==> src/rtl/shiftreg_sequencer.sv <==
// ---------------------------------------------------------------------------
// shiftreg_sequencer
//   Start/busy/done controller that programs the static and dynamic shift-
//   register chains of the signal generator. An accepted START snapshots both
//   configuration words. The controller then shifts the static chain (unless
//   DYN_ONLY) and the dynamic chain MSB-first on a divided serial clock, and
//   pulses the matching latch after each chain. It signals completion with a
//   one-cycle ENFIN pulse.
//
// Ports
//   CLK        system clock, rising edge
//   RST        synchronous reset, active-high
//   START      transfer request, honoured only in IDLE
//   DYN_ONLY   sampled with START; 1 = skip the static chain
//   ABORT      cancel a transfer in progress (also blocks START in IDLE)
//   STAT_DATA  static chain word, captured on accepted START
//   DYN_DATA   dynamic chain word, captured on accepted START
//   SDATA      serial data to the selected chain
//   SCLK       serial shift clock
//   SELSTAT    static chain selected
//   SELDYN     dynamic chain selected
//   STATLATCH  static latch pulse (DIV cycles)
//   DYNLATCH   dynamic latch pulse (DIV cycles)
//   BUSY       any non-IDLE state
//   ENFIN      one-cycle completion pulse
//
// state      | meaning
// -----------+-----------------------------------------------
// IDLE       | waiting for START
// STAT_SHIFT | shifting SIZESRSTAT bits into the static chain
// STAT_LATCH | STATLATCH high for DIV cycles
// DYN_SHIFT  | shifting SIZESRDYN bits into the dynamic chain
// DYN_LATCH  | DYNLATCH high for DIV cycles
// FINISH     | ENFIN pulse, back to IDLE
// ---------------------------------------------------------------------------
module shiftreg_sequencer #(
  parameter int SIZESRSTAT = 88,
  parameter int SIZESRDYN  = 16,
  parameter int DIV        = 1
) (
  input  logic                  CLK,
  input  logic                  RST,
  input  logic                  START,
  input  logic                  DYN_ONLY,
  input  logic                  ABORT,
  input  logic [SIZESRSTAT-1:0] STAT_DATA,
  input  logic [SIZESRDYN-1:0]  DYN_DATA,
  output logic                  SDATA,
  output logic                  SCLK,
  output logic                  SELSTAT,
  output logic                  SELDYN,
  output logic                  STATLATCH,
  output logic                  DYNLATCH,
  output logic                  BUSY,
  output logic                  ENFIN
);

  localparam logic [2:0] IDLE       = 3'd0;
  localparam logic [2:0] STAT_SHIFT = 3'd1;
  localparam logic [2:0] STAT_LATCH = 3'd2;
  localparam logic [2:0] DYN_SHIFT  = 3'd3;
  localparam logic [2:0] DYN_LATCH  = 3'd4;
  localparam logic [2:0] FINISH     = 3'd5;

  localparam int MAX_SZ = (SIZESRSTAT > SIZESRDYN) ? SIZESRSTAT : SIZESRDYN;
  localparam int BW     = $clog2(MAX_SZ + 1);
  localparam int PW     = $clog2(2 * DIV);

  localparam logic [BW-1:0] BITS_STAT = BW'(SIZESRSTAT - 1);
  localparam logic [BW-1:0] BITS_DYN  = BW'(SIZESRDYN - 1);
  localparam logic [PW-1:0] PH_BIT    = PW'(2 * DIV - 1);
  localparam logic [PW-1:0] PH_LAT    = PW'(DIV - 1);
  localparam logic [PW-1:0] PH_HALF   = PW'(DIV);

  logic [2:0]            state;
  logic [PW-1:0]         phase;    // down-counter within a bit or latch pulse
  logic [BW-1:0]         bit_cnt;  // bits remaining after the current one
  logic [SIZESRSTAT-1:0] stat_sh;
  logic [SIZESRDYN-1:0]  dyn_sh;

  logic phase_tc;
  logic bit_tc;

  assign phase_tc = (phase == '0);
  assign bit_tc   = (bit_cnt == '0);

  always_ff @(posedge CLK) begin
    if (RST) begin
      state   <= IDLE;
      phase   <= '0;
      bit_cnt <= '0;
      stat_sh <= '0;
      dyn_sh  <= '0;
    end else if (ABORT && (state != IDLE)) begin
      state   <= IDLE;
      phase   <= '0;
      bit_cnt <= '0;
    end else begin
      case (state)
        IDLE: begin
          if (START && !ABORT) begin
            stat_sh <= STAT_DATA;
            dyn_sh  <= DYN_DATA;
            phase   <= PH_BIT;
            if (DYN_ONLY) begin
              state   <= DYN_SHIFT;
              bit_cnt <= BITS_DYN;
            end else begin
              state   <= STAT_SHIFT;
              bit_cnt <= BITS_STAT;
            end
          end
        end
        STAT_SHIFT: begin
          if (phase_tc) begin
            stat_sh <= stat_sh << 1;
            if (bit_tc) begin
              state <= STAT_LATCH;
              phase <= PH_LAT;
            end else begin
              bit_cnt <= bit_cnt - 1'b1;
              phase   <= PH_BIT;
            end
          end else begin
            phase <= phase - 1'b1;
          end
        end
        STAT_LATCH: begin
          if (phase_tc) begin
            state   <= DYN_SHIFT;
            phase   <= PH_BIT;
            bit_cnt <= BITS_DYN;
          end else begin
            phase <= phase - 1'b1;
          end
        end
        DYN_SHIFT: begin
          if (phase_tc) begin
            dyn_sh <= dyn_sh << 1;
            if (bit_tc) begin
              state <= DYN_LATCH;
              phase <= PH_LAT;
            end else begin
              bit_cnt <= bit_cnt - 1'b1;
              phase   <= PH_BIT;
            end
          end else begin
            phase <= phase - 1'b1;
          end
        end
        DYN_LATCH: begin
          if (phase_tc) begin
            state <= FINISH;
          end else begin
            phase <= phase - 1'b1;
          end
        end
        FINISH: begin
          state <= IDLE;
        end
        default: begin
          state <= IDLE;
        end
      endcase
    end
  end

  // Outputs decode registered state only. The phase counter runs down, so the
  // low half of the bit is the upper count range.
  always_comb begin
    SDATA     = 1'b0;
    SCLK      = 1'b0;
    SELSTAT   = 1'b0;
    SELDYN    = 1'b0;
    STATLATCH = 1'b0;
    DYNLATCH  = 1'b0;
    ENFIN     = 1'b0;
    BUSY      = (state != IDLE);
    case (state)
      STAT_SHIFT: begin
        SELSTAT = 1'b1;
        SDATA   = stat_sh[SIZESRSTAT-1];
        SCLK    = (phase < PH_HALF);
      end
      STAT_LATCH: STATLATCH = 1'b1;
      DYN_SHIFT: begin
        SELDYN = 1'b1;
        SDATA  = dyn_sh[SIZESRDYN-1];
        SCLK   = (phase < PH_HALF);
      end
      DYN_LATCH: DYNLATCH = 1'b1;
      FINISH:    ENFIN = 1'b1;
      default: ;
    endcase
  end

endmodule

==> config.mk <==
export PLATFORM = sky130hd
export DESIGN_NAME = shiftreg_sequencer
export DESIGN_NICKNAME = d
export VERILOG_FILES = /design/src/rtl/shiftreg_sequencer.sv
export SDC_FILE = /design/constraint.sdc
export NUM_CORES = 1
export LEC_CHECK = 0
export BUFFER_PORTS_ARGS = -buffer_cell sky130_fd_sc_hd__buf_2
export CORE_MARGIN = 2
export CORE_UTILIZATION = 55
export CTS_BUF_LIST = sky130_fd_sc_hd__clkbuf_4 sky130_fd_sc_hd__clkbuf_8
export DETAILED_ROUTE_END_ITERATION = 6
export MAX_ROUTING_LAYER = met4
export PLACE_DENSITY = 0.8
export SLEW_MARGIN = 30
export SYNTH_ARGS = -nofsm -noshare
export SYNTH_HDL_FRONTEND = slang
export SYNTH_SLANG_ARGS = --single-unit
==> constraint.sdc <==
create_clock -name CLK -period 5.5 [get_ports CLK]
set_input_delay 0.55 -clock CLK [delete_from_list [all_inputs] [get_ports CLK]]
set_output_delay 0.55 -clock CLK [all_outputs]
set_load 0.005 [all_outputs]
* Word level (Yosys, flattened, before mapping) *
Cells that the tools add are included.

storage, ports and cells
  register bits after elaboration = 115
  bits of input ports = 109
  output and inout port bits = 8

operators by class
  add/subtract/negate cells = 2
  $lt $le $gt $ge = 1
  equality and inequality tests = 14
  multiplexer cells = 34
  bitwise gates (word level) = 1
  reductions and logical operators = 17

operators by type and width
  cell                 number
  $mux 88              2
  $pmux 88 s2          1
  $mux 7               5
  $mux 16              2
  $pmux 16 s2          1
  $mux 3               7
  $pmux 7 s3           1
  $ne 2x2->1 const B   9
  $pmux 3 s5           1
  $mux 1               11
  $reduce_and 4->1     2
  $logic_not 7->1      1
  $reduce_and 7->1     1
  $sub 7x1->7 const B  1
  $eq 3x2->1 const B   2
  $eq 3x3->1 const B   2
  $reduce_bool 3->1    2
  $reduce_and 5->1     1
  $pmux 1 s4           1
  $reduce_bool 2->1    2
  $reduce_bool 4->1    1
  $reduce_or 2->1      2
  $eq 3x1->1 const B   1
  $logic_not 3->1      1
  other kinds (8)      9

* Logic depth before layout (Yosys ltp) *
  depth after elaboration = 4
  depth in mapped cells = 7
  mapped depth without buffers = 6

* Worst setup path after synthesis *
No wires, ideal clock.

  path type = register to output
  start = register state[1]
  end = output port SELDYN
  arrival time = 1.261 ns
  required time = 4.950 ns
  slack = 3.689 ns
  stages on the path, launching flop included = 6
  buffers on the path = 3
  cells stage by stage = dfxtp_1 -> buf_2 -> buf_4 -> nand3b_1 -> inv_1 -> buf_4

on the way
  cells in the longest elaborated chain, start to end = 2

ends and longest elaborated chain
  element                 line  text
  from (decl)             75    logic [2:0] state;
  from (signal assigned)  89    state <= IDLE;
  from (signal assigned)  95    state <= IDLE;
  from (signal assigned)  106   state <= DYN_SHIFT;
  $eq 3x2->1              179   case (state)
  $mux 1                  179
  to (decl)               51    output logic SELDYN,

Every way passes these cells.

* Worst setup path after layout *
Same ends and word-level chain as after synthesis.

==> results by group <==
Run status
  • Status: completed

Critical path
  • Worst Setup Path Type: flop to output pin
  • Startpoint Class: flop
  • Cells on worst reg2reg path: 4
  • R2r endpoint: dyn_sh[3]
  • Worst Path Max Fanout: 43
  • Worst flop-to-flop path startpoint: state[1]
  • Worst setup EP type: output pin
  • Worst R2R Setup Slack: 3.07 ns
  • Critical Path AT: 2.58 ns
  • Worst Setup EP: SELDYN
  • Worst EP required: around 5.0 ns
  • Crit path from: state[1]

Global route
  • First-pass GRT wire length: 21,400 µm
  • GRT Total Usage: 24.3%
  • Gr ovfl total: 0
  • Vias in the first global route: 4,669
  • Largest net degree at the start of global routing: approximately 180
  • Initial antenna violation count: 0

Route
  • Residual DRC count: 0
  • Drt wl/cell: 14.3 µm
  • Routed wire length: 12,800 µm
  • Routed via count: 5,203
  • Vias/cell: 5.82
  • DRT Pass-1 Iters: 7
  • Antenna Nets Post-Route: 0
  • Initial DRC Count: about 440

Die
  • Core Area: 9770 µm²
  • I/O pin count: 117
  • Die Y: roughly 100 µm
  • DIE AREA: about 11,000 µm²
  • Die W: 104 µm
  • Initial Util: 56.4%
  • Num rows: 36

Synthesis
  • Syn_area_per_cell: between 8 and 9 µm²
  • Netlist Area Pre-Place: ~5500 µm²
  • Top-area cell type share of the netlist area: between 40% and 50%
  • Post-synthesis sequential area ratio: between 40% and 50%
  • Syn Inst Count: between 600 and 700
  • Syn nets: 793
  • Synth area leader: dfxtp_1
  • Fraction of registers with async set/reset: 0%
  • EDFF count, synth: 0
  • Yosys reg bits: 115
  • Largest cells by area after synthesis: dfxtp_1, a311oi_1, nand2_1
  • Ys Warns: 0
  • Most frequent cells after synthesis: nand2_1, dfxtp_1, nor2_1
  • Most numerous cell in the Yosys netlist: nand2_1
  • Ys flop type: dfxtp_1
  • Synth cell types: 45

Pwr
  • Peak VDD IR: 0.000235 V
  • Pwr dens: 432 nW/µm²
  • Leakage: 2.28 nW

Timing
  • Final hold vios: 0
  • Worst setup margin: around 2.4 ns
  • Crit share post-route: 56.9%
  • Slew Limit Fails: 0
  • Setup TNS: 0 ns
  • Final Critical Period: 3.13 ns
  • Fmax: 320 MHz
  • Worst slew margin: 40.9%
  • Worst slew pin tran: 0.886 ns
  • Unrepaired setup endpoints after global routing: no
  • Setup violators final: 0
  • Clock skew: between 0.009 and 0.01 ns

Clock tree
  • H-Tree Depth: 4
  • CTS resizes: 0
  • Total CTS buffers: 17
  • Clock buffer depth: 2
  • Hold-fix buffers, CTS: 0
  • Root buffer cell: clkbuf_8
  • Postcts setup bufs: 0
  • Clock latency on the worst-skew pair: 0.43 ns
  • Clock Pin Slew Worst Setup and Hold Paths: 0.06 ns
  • CTS tree: done
  • Total clock sinks: 115

Job
  • Max capacitance violation total: 0

Placement
  • GPL Wtd Cong: 0.878
  • IO Port Bufs: 116
  • Pre-CTS setup slack: 2.81 ns
  • Cells after DPL: 864
  • HPWL after detailed placement: 7980 µm

Layout
  • Non-Filler Instances: 894
  • Nets: 860
  • Area Growth Syn to Fin: 15.0%
  • Share of post-route cells with drive strength above 1: 23.7%
  • Final Core Density: approximately two thirds

Worst hold path
  • Hold WC Path Type: primary input to flop
routing by layer:
layer | GRT usage, % | vias up | part of all wire [%]
met2 | 36.8 | 157 | 48
met4 | 8.78 | 0 | 1.7
met1 | 31.6 | 2430 | 45
met5 | - | - | 0
met3 | 6.08 | 23 | 5.8
li1 | - | 2593 | -
power by group:
| part | internal [mW] | switching [mW] | total (mW) |
|---|---|---|---|
| clock | 0.371 | 0.311 | 0.682 |
| sequential | 1.02 | 0.140 | 1.16 |
| combinational | 0.339 | 0.558 | 0.897 |
flip-flops by register name (all words and copies together), names as in the netlist:
signal and flops:
stat_sh 88, dyn_sh 16, bit_cnt 7, state 3, phase 1
placed cells by master, fill, tap and decap left out, types with 5 or more instances in the layout:
master | synthesis | layout
inv_1 | 5 | 5
a311oi_1 | 83 | 83
nor2_1 | 114 | 114
buf_2 | 17 | 115
clkbuf_8 | 0 | 22
nor2b_1 | 5 | 5
o21ai_0 | 90 | 90
nand2_1 | 120 | 120
a311oi_2 | 21 | 21
nor3_1 | 6 | 6
dfxtp_1 | 115 | 114
how the worst min path moves through the flow:
| stage | depth (start not counted) | from | slack, ns | to |
|---|---|---|---|---|
| final | 3 | DYN_DATA[1] | 0.39 | dyn_sh[1] |
| after global routing | 3 | DYN_DATA[3] | 0.38 | dyn_sh[3] |
| after CTS | 3 | DYN_DATA[5] | 0.37 | dyn_sh[5] |
| after detailed placement | 2 | stat_sh[80] | 0.47 | stat_sh[81] |
| after global placement | 2 | bit_cnt[6] | 0.45 | bit_cnt[6] |
| after floorplan | 2 | bit_cnt[6] | 0.44 | bit_cnt[6] |
worst max-delay path, cell delays in order, from the launching register on:
cell and delay, ns:
dfxtp_2 0.79, nand3b_1 0.62, inv_1 0.55, buf_2 0.20
metrics by stage:
step	area [µm²]	hold WS, ns	power (mW)
6_report	6340	0.395	2.74
5_1_grt	6340	0.385	2.94
4_1_cts	6340	0.373	2.75
3_5_place_dp	6000	0.469	2.07
3_3_place_gp	5990	0.455	2.02
2_1_floorplan	5520	0.436	1.89
logic make-up (layout without fill, tap and decap cells):
family | after synthesis | in the layout | synth area share, %
AOI/OAI and AO/OA | 216 | 216 | 30.4
xor gates and xnor gates | 1 | 1 | 0.159
adders and majority gates | 1 | 1 | 0.227
buffers and inverters | 78 | 155 | 6.37
DFF | 115 | 115 | 41.7
muxes | 4 | 4 | 0.726
other | 0 | 1 | 0
and+or+nand+nor | 268 | 268 | 20.3
cell type report:
| type | instances | area (µm²) |
|---|---|---|
| fill | 864 | 3430 |
| inverter | 5 | 18.8 |
| antenna | 1 | 2.50 |
| tap | 133 | 166 |
| multi-input combinational | 490 | 2870 |
| sequential | 115 | 2300 |
| clock buffer | 24 | 318 |
| clock inverter | 5 | 27.5 |
| timing repair buffer | 121 | 637 |
Note: power is estimated with default switching activity, not from simulation.
